File: config.mk
export PLATFORM = sky130hd
export DESIGN_NAME = seq_detect_fsm_flat
export DESIGN_NICKNAME = d
export VERILOG_FILES = /design/src/rtl/seq_detect_pkg.sv /design/src/rtl/seq_detect_fsm_if.sv /design/src/rtl/seq_detect_fsm_next.sv /design/src/rtl/seq_detect_fsm.sv /design/src/flat_wrapper.sv
export SDC_FILE = /design/constraint.sdc
export NUM_CORES = 1
export LEC_CHECK = 0
export BUFFER_PORTS_ARGS = -buffer_cell sky130_fd_sc_hd__buf_2
export CAP_MARGIN = 30
export CELL_PAD_IN_SITES_DETAIL_PLACEMENT = 0
export CELL_PAD_IN_SITES_GLOBAL_PLACEMENT = 1
export CORE_ASPECT_RATIO = 1.5
export CORE_MARGIN = 1
export CORE_UTILIZATION = 40
export DETAILED_ROUTE_END_ITERATION = 8
export HOLD_SLACK_MARGIN = 0.12
export PLACE_DENSITY_LB_ADDON = 0.1
export SYNTH_ARGS = -nofsm -noshare
export SYNTH_HDL_FRONTEND = slang
export SYNTH_SLANG_ARGS = --single-unit
File: constraint.sdc
create_clock -name i_clk -period 2.6 [get_ports i_clk]
set_input_delay 0.26 -clock i_clk [delete_from_list [all_inputs] [get_ports i_clk]]
set_output_delay 0.26 -clock i_clk [all_outputs]
set_load 0.005 [all_outputs]
File: src/rtl/seq_detect_pkg.sv
// seq_detect_pkg: shared constants and border-length helper for the serial pattern detector
package seq_detect_pkg;
  localparam int W_MAX = 8;
  localparam logic [3:0] PAT_INIT_DEF = 4'b1011;
  // Longest proper border of the low w bits of p; bits above w must be zero.
  function automatic int border_len(input logic [W_MAX-1:0] p, input int w);
    logic [W_MAX-1:0] m;
    border_len = 0;
    for (int l = 1; l < W_MAX; l++) begin
      m = W_MAX'((1 << l) - 1);
      if (l < w && ((p >> (w - l)) & m) == (p & m)) border_len = l;
    end
  endfunction
endpackage

File: src/rtl/seq_detect_fsm_if.sv
// seq_detect_if: stimulus and result bundle of the serial pattern detector
interface seq_detect_if #(
  parameter int W     = 4,
  parameter int CNT_W = 8
);
  logic                 i_en;
  logic                 i_din;
  logic                 i_load;
  logic [W-1:0]         i_pattern;
  logic                 i_overlap;
  logic [$clog2(W)-1:0] o_state;
  logic                 o_match_mealy;
  logic                 o_match_moore;
  logic [CNT_W-1:0]     o_match_count;
  modport master (
    output i_en, i_din, i_load, i_pattern, i_overlap,
    input  o_state, o_match_mealy, o_match_moore, o_match_count
  );
  modport slave (
    input  i_en, i_din, i_load, i_pattern, i_overlap,
    output o_state, o_match_mealy, o_match_moore, o_match_count
  );
endinterface

File: src/rtl/seq_detect_fsm_next.sv
// seq_next_state: combinational KMP transition from matched-prefix length k and one input bit
module seq_next_state
  import seq_detect_pkg::*;
#(
  parameter int W = 4
) (
  input  logic [$clog2(W)-1:0] i_k,
  input  logic                 i_din,
  input  logic [W-1:0]         i_pat,
  input  logic                 i_overlap,
  output logic [$clog2(W)-1:0] o_next_k,
  output logic                 o_hit
);
  localparam int KW = $clog2(W);
  logic [KW-1:0] w_border;
  logic [W:0]    w_cand;
  int            w_best;
  assign w_border = KW'(border_len(W_MAX'(i_pat), W));
  // w_cand is the matched prefix followed by din, right-aligned; pick its longest suffix that is a prefix
  always_comb begin
    w_cand = (({1'b0, i_pat} >> (W - int'(i_k))) << 1) | (W+1)'(i_din);
    w_best = 0;
    for (int l = 1; l <= W; l++)
      if (l <= int'(i_k) + 1 && (w_cand & (W+1)'((1 << l) - 1)) == ({1'b0, i_pat} >> (W - l))) w_best = l;
    o_hit    = (w_best == W);
    o_next_k = o_hit ? (i_overlap ? w_border : '0) : KW'(w_best);
  end
endmodule

File: src/rtl/seq_detect_fsm.sv
// seq_detect_fsm: loadable serial pattern detector with KMP fallback, Mealy/Moore match and saturating count
module seq_detect_fsm
  import seq_detect_pkg::*;
#(
  parameter int           W        = 4,
  parameter int           CNT_W    = 8,
  parameter logic [W-1:0] PAT_INIT = W'(PAT_INIT_DEF)
) (
  input logic         i_clk,
  input logic         i_rst_n,
  seq_detect_if.slave i_bus
);
  localparam int KW = $clog2(W);
  localparam logic [KW-1:0] K_IDLE = '0;
  logic [KW-1:0]    r_k;
  logic [W-1:0]     r_pat;
  logic [CNT_W-1:0] r_cnt;
  logic             r_moore;
  logic [KW-1:0]    w_next_k;
  logic             w_hit;
  logic             w_mealy;
  seq_next_state #(.W(W)) u_next (
    .i_k      (r_k),
    .i_din    (i_bus.i_din),
    .i_pat    (r_pat),
    .i_overlap(i_bus.i_overlap),
    .o_next_k (w_next_k),
    .o_hit    (w_hit)
  );
  assign w_mealy = i_rst_n & i_bus.i_en & ~i_bus.i_load & w_hit;
  always_ff @(posedge i_clk or negedge i_rst_n)
    if (!i_rst_n) begin
      r_k     <= K_IDLE;
      r_pat   <= PAT_INIT;
      r_cnt   <= '0;
      r_moore <= 1'b0;
    end else if (i_bus.i_load) begin
      r_k     <= K_IDLE;
      r_pat   <= i_bus.i_pattern;
      r_cnt   <= '0;
      r_moore <= 1'b0;
    end else begin
      r_moore <= w_mealy;
      if (i_bus.i_en) r_k <= w_next_k;
      if (w_mealy && r_cnt != {CNT_W{1'b1}}) r_cnt <= r_cnt + 1'b1;
    end
  assign i_bus.o_state       = r_k;
  assign i_bus.o_match_mealy = w_mealy;
  assign i_bus.o_match_moore = r_moore;
  assign i_bus.o_match_count = r_cnt;
endmodule
File: src/flat_wrapper.sv
// flat-port wrapper written by rule: the top's interface ports become plain ports
module seq_detect_fsm_flat import seq_detect_pkg::*;
#(
  parameter int           W        = 4,
  parameter int           CNT_W    = 8,
  parameter logic [W-1:0] PAT_INIT = W'(PAT_INIT_DEF)
)
  (i_clk, i_rst_n, i_bus_i_en, i_bus_i_din, i_bus_i_load, i_bus_i_pattern, i_bus_i_overlap, i_bus_o_state, i_bus_o_match_mealy, i_bus_o_match_moore, i_bus_o_match_count);
  seq_detect_if #(.W(W), .CNT_W(CNT_W)) i_bus_i ();
  input logic i_clk;
  input logic i_rst_n;
  input wire logic [$bits(i_bus_i.i_en)-1:0] i_bus_i_en;
  input wire logic [$bits(i_bus_i.i_din)-1:0] i_bus_i_din;
  input wire logic [$bits(i_bus_i.i_load)-1:0] i_bus_i_load;
  input wire logic [$bits(i_bus_i.i_pattern)-1:0] i_bus_i_pattern;
  input wire logic [$bits(i_bus_i.i_overlap)-1:0] i_bus_i_overlap;
  output wire logic [$bits(i_bus_i.o_state)-1:0] i_bus_o_state;
  output wire logic [$bits(i_bus_i.o_match_mealy)-1:0] i_bus_o_match_mealy;
  output wire logic [$bits(i_bus_i.o_match_moore)-1:0] i_bus_o_match_moore;
  output wire logic [$bits(i_bus_i.o_match_count)-1:0] i_bus_o_match_count;
  assign i_bus_i.i_en = i_bus_i_en;
  assign i_bus_i.i_din = i_bus_i_din;
  assign i_bus_i.i_load = i_bus_i_load;
  assign i_bus_i.i_pattern = i_bus_i_pattern;
  assign i_bus_i.i_overlap = i_bus_i_overlap;
  assign i_bus_o_state = i_bus_i.o_state;
  assign i_bus_o_match_mealy = i_bus_i.o_match_mealy;
  assign i_bus_o_match_moore = i_bus_i.o_match_moore;
  assign i_bus_o_match_count = i_bus_i.o_match_count;
  seq_detect_fsm #(.W(W), .CNT_W(CNT_W), .PAT_INIT(PAT_INIT)) u_core (.i_clk(i_clk), .i_rst_n(i_rst_n), .i_bus(i_bus_i));
endmodule
# Word-level counts from Yosys, hierarchy flattened

Cells that the tools add are included.

Register bits after elaboration: 15
Output and inout port bits: 12
Word-level logic and storage cells: 47

Mux-type cells: 14
Bitwise operators: 5
Reduce and logical (&&, ||, !) cells: 7
$lt $le $gt $ge: 4
Equality and inequality tests: 9
Add/sub/neg operators: 3
Shift-type cells: 1

Operator list:

| kind                  | number |
|---|---|
| $le A3 B32 Y1 const A | 2 |
| $eq A32 B4 Y1 const B | 1 |
| $le A2 B32 Y1 const A | 1 |
| $le A4 B32 Y1 const A | 1 |
| $mux W32              | 1 |
| $shr A4 B32 Y3        | 1 |
| $mux W2               | 8 |
| $mux W8               | 2 |
| $add A8 B1 Y8 const B | 1 |
| $ne A8 B8 Y1 const B  | 1 |
| $eq A3 B3 Y1          | 2 |
| $logic_and A1 B1 Y1   | 5 |
| $eq A2 B2 Y1          | 2 |
| $eq A4 B4 Y1          | 1 |
| $or A4 B1 Y4          | 1 |
| $reduce_bool A2 Y1    | 2 |
| $sub A3 B2 Y4 const A | 1 |
| $add A2 B1 Y3 const B | 1 |
| $and A1 B1 Y1         | 3 |
| $mux W1               | 3 |
| $eq A1 B1 Y1          | 2 |
| $not A1 Y1            | 1 |

# Longest topological paths before layout

Word-level depth: 14
Gate-level depth with buffers: 11
Mapped depth without buffers: 8

# Cells and area by module

Synthesis repeated with hierarchy kept, for this count alone.

Cells, all modules: 123
Area, all modules: 1216.2 µm²

By module, submodules not included:

| module         | times used | area an instance (µm²) | cells an instance | seq. area each (µm²) |
|---|---|---|---|---|
| seq_detect_fsm | 1          | 716.9                  | 63                | 379.1 |
| seq_next_state | 1          | 499.2                  | 60                | 0.0 |

# Least setup slack after synthesis

No wires, ideal clock.

Path type: reg2reg
Start point: reg u_core.r_k[0] (netlist: u_core.i_bus.o_state[0])
End point: reg u_core.r_k[1] (netlist: u_core.i_bus.o_state[1])
Data required time: 2.520 ns
Cell stages (with the launch flop): 11
Data arrival time: 2.363 ns
Path buffers: 2
Path slack: 0.157 ns
Cell sequence: dfrtp_1 -> buf_2 -> inv_1 -> ha_1 -> buf_4 -> nor2b_2 -> mux2_4 -> o221ai_2 -> nand3_2 -> or4_1 -> o211ai_2

Cells in the longest elaborated chain, start to end: 12
Elaborated cells between the ends (all ways): 23
Those cells by class: add/sub: 2; order compare: 4; eq/ne: 4; shift: 1; mux: 7; bitwise: 1; reduce/logical: 4

RTL lines:

| element                                                               | line                      | text |
|---|---|---|
| start, declared                                                       | seq_detect_fsm.sv:15      | `logic [KW-1:0] r_k;` |
| start signal, assigned                                                | seq_detect_fsm.sv:44      | `if (i_bus.i_en) r_k <= w_next_k;` |
| parallel branches: the longest is 7 deep, another holds $le A2 B32 Y1 | n/a                       |  |
| $mux W32 *                                                            | seq_detect_fsm_next.sv:24 | `if (l <= int'(i_k) + 1 && (w_cand & (W+1)'((1 << l) - 1)) == ({1'b0, i_pat} >> (W - l))) w_best = l;` |
| $eq A32 B4 Y1                                                         | seq_detect_fsm_next.sv:25 | `o_hit = (w_best == W);` |
| $mux W2 *                                                             | seq_detect_fsm_next.sv:26 | `o_next_k = o_hit ? (i_overlap ? w_border : '0) : KW'(w_best);` |
| $mux W2 *                                                             | seq_detect_fsm.sv:44      |  |
| $mux W2 *                                                             | seq_detect_fsm.sv:37      | `end else if (i_bus.i_load) begin` |

Every way passes the cells marked *. The select of a mux whose other input is x is not followed.
A chain may end at the register's enable or synchronous reset.

# Final worst setup path

Start point: reg u_core.r_pat[3]
End point: out i_bus_o_match_mealy

Cells in the longest elaborated chain, start to end: 9
Elaborated cells between the ends (all ways): 16
Those cells by class: eq/ne: 5; shift: 1; mux: 4; bitwise: 2; reduce/logical: 4

RTL lines:

| element                | line                      | text |
|---|---|---|
| start, declared        | seq_detect_fsm.sv:16      | `logic [W-1:0] r_pat;` |
| start signal, assigned | seq_detect_fsm.sv:39      | `r_pat <= i_bus.i_pattern;` |
| $shr A4 B32 Y3         | seq_detect_fsm_next.sv:21 | `w_cand = (({1'b0, i_pat} >> (W - int'(i_k))) << 1) \| (W+1)'(i_din);` |
| $or A4 B1 Y4           | seq_detect_fsm_next.sv:21 |  |
| $eq A2 B2 Y1           | seq_detect_fsm_next.sv:24 |  |
| $logic_and A1 B1 Y1    | seq_detect_fsm_next.sv:24 |  |
| $mux W2 (2 in a row)   | seq_detect_fsm_next.sv:24 |  |
| $mux W32 *             | seq_detect_fsm_next.sv:24 |  |
| $eq A32 B4 Y1 *        | seq_detect_fsm_next.sv:25 |  |
| $and A1 B1 Y1 *        | seq_detect_fsm.sv:30      | `assign w_mealy = i_rst_n & i_bus.i_en & ~i_bus.i_load & w_hit;` |
| end, declared          | flat_wrapper.sv:18        | `output wire logic [$bits(i_bus_i.o_match_mealy)-1:0] i_bus_o_match_mealy;` |

Mark *: on every way between the ends. The rest lies on a longest branch, timed or not.

==> impl_metrics.csv <==
group,metric,value,unit
run_status,outcome,"complete, no violations",
worst_setup_path,worstPathBufferInverterCount,2,
worst_setup_path,timing.critical_path.fanout_max,12,
global_route,overflow,0,
timing,fin_tns_setup,0,ns
global_route,grt_pass1_vias,1059,
timing,final.setup.worst_slack,0.214,ns
worst_setup_path,cp-startpoint,"u_core.r_pat[3]$_DFFE_PN1P_",
clock_tree,cts-htree-levels,1,
worst_setup_path,worstPathCellList,"nor2b_2 -> mux2_4 -> o221ai_2 -> nand3_2 -> buf_4 -> nor2_1 -> buf_2",
clock_tree,clk_latency,0.24,ns
finish,most_frequent_cells_in_the_layout,"buf_2, nand2_1, dfrtp_1",
timing,finalClockSkew,0.00203,ns
timing,finalHoldViolCount,0,
timing,finalCriticalPeriod,2.39,ns
finish,layout-drive-gt1-share,26.8,%
timing,worst_slew_margin_rel,74.5,%
clock_tree,tritoncts,"built",
finish,area_delta_synth_final,17.8,%
global_route,number_of_antenna_violations_at_the_first_check_in_global_routing,0,
finish,layout.cells.most_common,"buf_2",
floorplanning,die_area,3190,um^2
min_path,hold_path_class,"in -> reg",
yosys,post_synth_num_cell_types,39,
floorplanning,initial_utilization,43.4,%
global_route,grtUsageTotal,21.7,%
power_and_ir_drop,ir_drop,0.285,mV
floorplanning,placeableCoreArea,2730,um^2
yosys,synth_fp_nets,158,
place,place_ws,0.234,ns
finish,fin_area,1400,um^2
floorplanning,fp-row-count,23,
worst_setup_path,cp_endpoint_kind,"output pin",
clock_tree,longest_clk_path_bufs,2,
yosys,yosys_warnings,0,
yosys,synth-seq-cells,15,
worst_setup_path,start_kind,"register",
route,drc,0,
clock_tree,tritoncts.num_buffers,3,
power_and_ir_drop,static-leakage-power,0.613,nW
flow_run,cap_viol_max_count,0,
timing,layout_worst_path_cycle_share,91.8,%
floorplanning,die_outline_height,68.7,um
worst_setup_path,timing.critical_path.required,2.34,ns
clock_tree,cts_sinks,15,
route,vias_per_cell,5.47,
route,wire_per_inst,14.3,um
finish,fin_util,51.2,%
global_route,grt_first_pass_wirelength,4.89,mm
power_and_ir_drop,finalPower,594,uW
clock_tree,path_clk_slew,0.06,ns
worst_setup_path,critical_path.reg2reg.startpoint,"u_core.r_pat[3]$_DFFE_PN1P_",
finish,antenna-diode-count,0,
floorplanning,io_pins,22,
clock_tree,ctsRootBufferMaster,"clkbuf_8",
timing,setup_repair_after_global_routing_missed_its_margin,"false",
worst_setup_path,critical_path_class,"reg -> out",
route,num_vias,1100,
yosys,syn_area,1190,um^2
worst_setup_path,max_stage_delay,0.65,ns
worst_setup_path,crit_family,"flip-flops",
route,drt_first_pass_iters,4,
place,dp_hpwl,2.22,mm
finish,nFillCells,290,
timing,slew_violations,0,
timing,tightest_slew,0.383,ns
timing,report.final.setup_viol,0,
route,remaining_antenna_violation_count,0,
timing,fmax,419,MHz
yosys,syn_avg_cell_area,8.36,um^2
worst_setup_path,timing.critical_path.slowest_stage_cell,"dfstp_2",
place,dpl_cell_area,1340,um^2
place,gpl.final_weighted_congestion,0.844,
route,routed_wl,2.88,mm
global_route,grt_start_max_net_pins,18,
finish,fin_nets,181,
worst_setup_path,worstPathArrival,2.13,ns
place,place.port_buffers,21,
route,first_iter_violations,21,
floorplanning,die_w,46.5,um
power_and_ir_drop,p_per_area,425,nW/um^2
yosys,synth.yosys.seq_area_share,31.9,%
clock_tree,cts_setup_buffers,0,
min_path,min_from,"i_bus_i_pattern[1]",
yosys,postSynthCellCount,142,
[stage by stage]
| stage | cells | hold slack (ns) |
|---|---|---|
| after floorplan | 142 | -0.0356 |
| after global placement | 196 | 0.192 |
| after detailed placement | 196 | 0.203 |
| after CTS | 201 | 0.224 |
| after global routing | 201 | 0.233 |
| final | 201 | 0.228 |
[cells in the mapped netlist, drive strengths merged]
cell / number / share of area [%]
nand4: 2 / 1.1
nand3: 9 / 4.2
o211ai: 2 / 1.7
a21oi: 10 / 4.2
inv: 6 / 1.9
or3: 6 / 3.2
o22ai: 1 / 0.53
nor2: 8 / 2.5
clkbuf: 5 / 1.6
o21ai: 13 / 5.5
or4: 1 / 0.63
mux2i: 1 / 0.84
o21bai: 1 / 0.63
nor3: 4 / 1.7
xor2: 2 / 1.5
mux2: 5 / 5.1
mux4: 1 / 1.9
nand2b: 3 / 1.6
ha: 6 / 6.3
and3: 3 / 1.6
o221ai: 2 / 2.0
nand2: 11 / 3.5
nor2b: 9 / 5.0
a31oi: 3 / 1.6
o31ai: 1 / 0.63
a2bb2oi: 1 / 0.74
nor3b: 1 / 0.63
dfrtp: 12 / 25
buf: 5 / 2.3
dfstp: 3 / 6.6
xnor2: 5 / 3.7
[cells by family (layout without fill, tap and decap cells)]
family | count (synthesis) | in the layout | share of synthesized area (%)
flip-flops | 15 | 15 | 31.9
AO/OA/AOI/OAI | 34 | 34 | 17.5
multiplexers | 7 | 7 | 7.80
adder cells (fa/ha/maj) | 6 | 6 | 6.32
buffers and inverters | 16 | 38 | 5.80
AND/OR/NAND/NOR | 57 | 57 | 25.5
XOR/XNOR | 7 | 7 | 5.16
[where the power goes]
| group | total [mW] | leakage (nW) | switching, mW | internal [mW] |
|---|---|---|---|---|
| combinational | 0.146 | 0.396 | 0.0780 | 0.0678 |
| sequential | 0.263 | 0.195 | 0.0174 | 0.245 |
| clock | 0.185 | 0.0228 | 0.0772 | 0.108 |
[registers in the layout, indices dropped and copies added (netlist names)]
| register | cells |
|---|---|
| u_core.r_pat | 4 |
| u_core.i_bus.o_state | 2 |
| u_core.i_bus.o_match_moore | 1 |
| u_core.i_bus.o_match_count | 8 |
[worst min-delay path: cells and delay by family]
family                 cells  cell delay (ns)
AND/OR/NAND/NOR            1             0.04
AO/OA/AOI/OAI              1             0.06
buffers and inverters      1             0.07
[routing by layer]
metal	wire [um]	up-vias	track usage, %	share of wire (%)
li1	-	544	-	-
met4	51	0	8.09	1.8
met3	59	4	3.13	2.0
met2	1580	16	39.1	55
met1	1200	536	24.7	41
met5	0	-	0	0
[final timing paths]
kind,to,slack (ns),cells after the start
worst max-delay path,i_bus_o_match_mealy,0.21,7
worst min-delay path,u_core.r_pat[1]$_DFFE_PN1P_,0.23,3
worst max register to register,u_core.i_bus.o_state[1]$_DFFE_PN0P_,0.35,6
worst min register to register,u_core.i_bus.o_state[1]$_DFFE_PN0P_,0.57,2
max in group asynchronous,u_core.r_pat[0]$_DFFE_PN1P_,1.82,2
min in group asynchronous,u_core.i_bus.o_match_count[2]$_DFFE_PN0P_,0.47,2
[what timing repair did]
action                                 CTS  global route
endpoints found under the hold margin   12             0
setup endpoints to repair                0             1
gates resized for setup                  0             3
hold buffers                             1             0
[final cells by class]
type / count / area [um^2] / area share, %
clock buffer: 4 / 45.0 / 3.22
inverter: 6 / 22.5 / 1.61
multi-input combinational: 111 / 744 / 53.2
sequential: 15 / 380 / 27.2
timing repair buffer: 28 / 160 / 11.4
tap: 37 / 46.3 / 3.31
(Power assumes the default switching activity.)
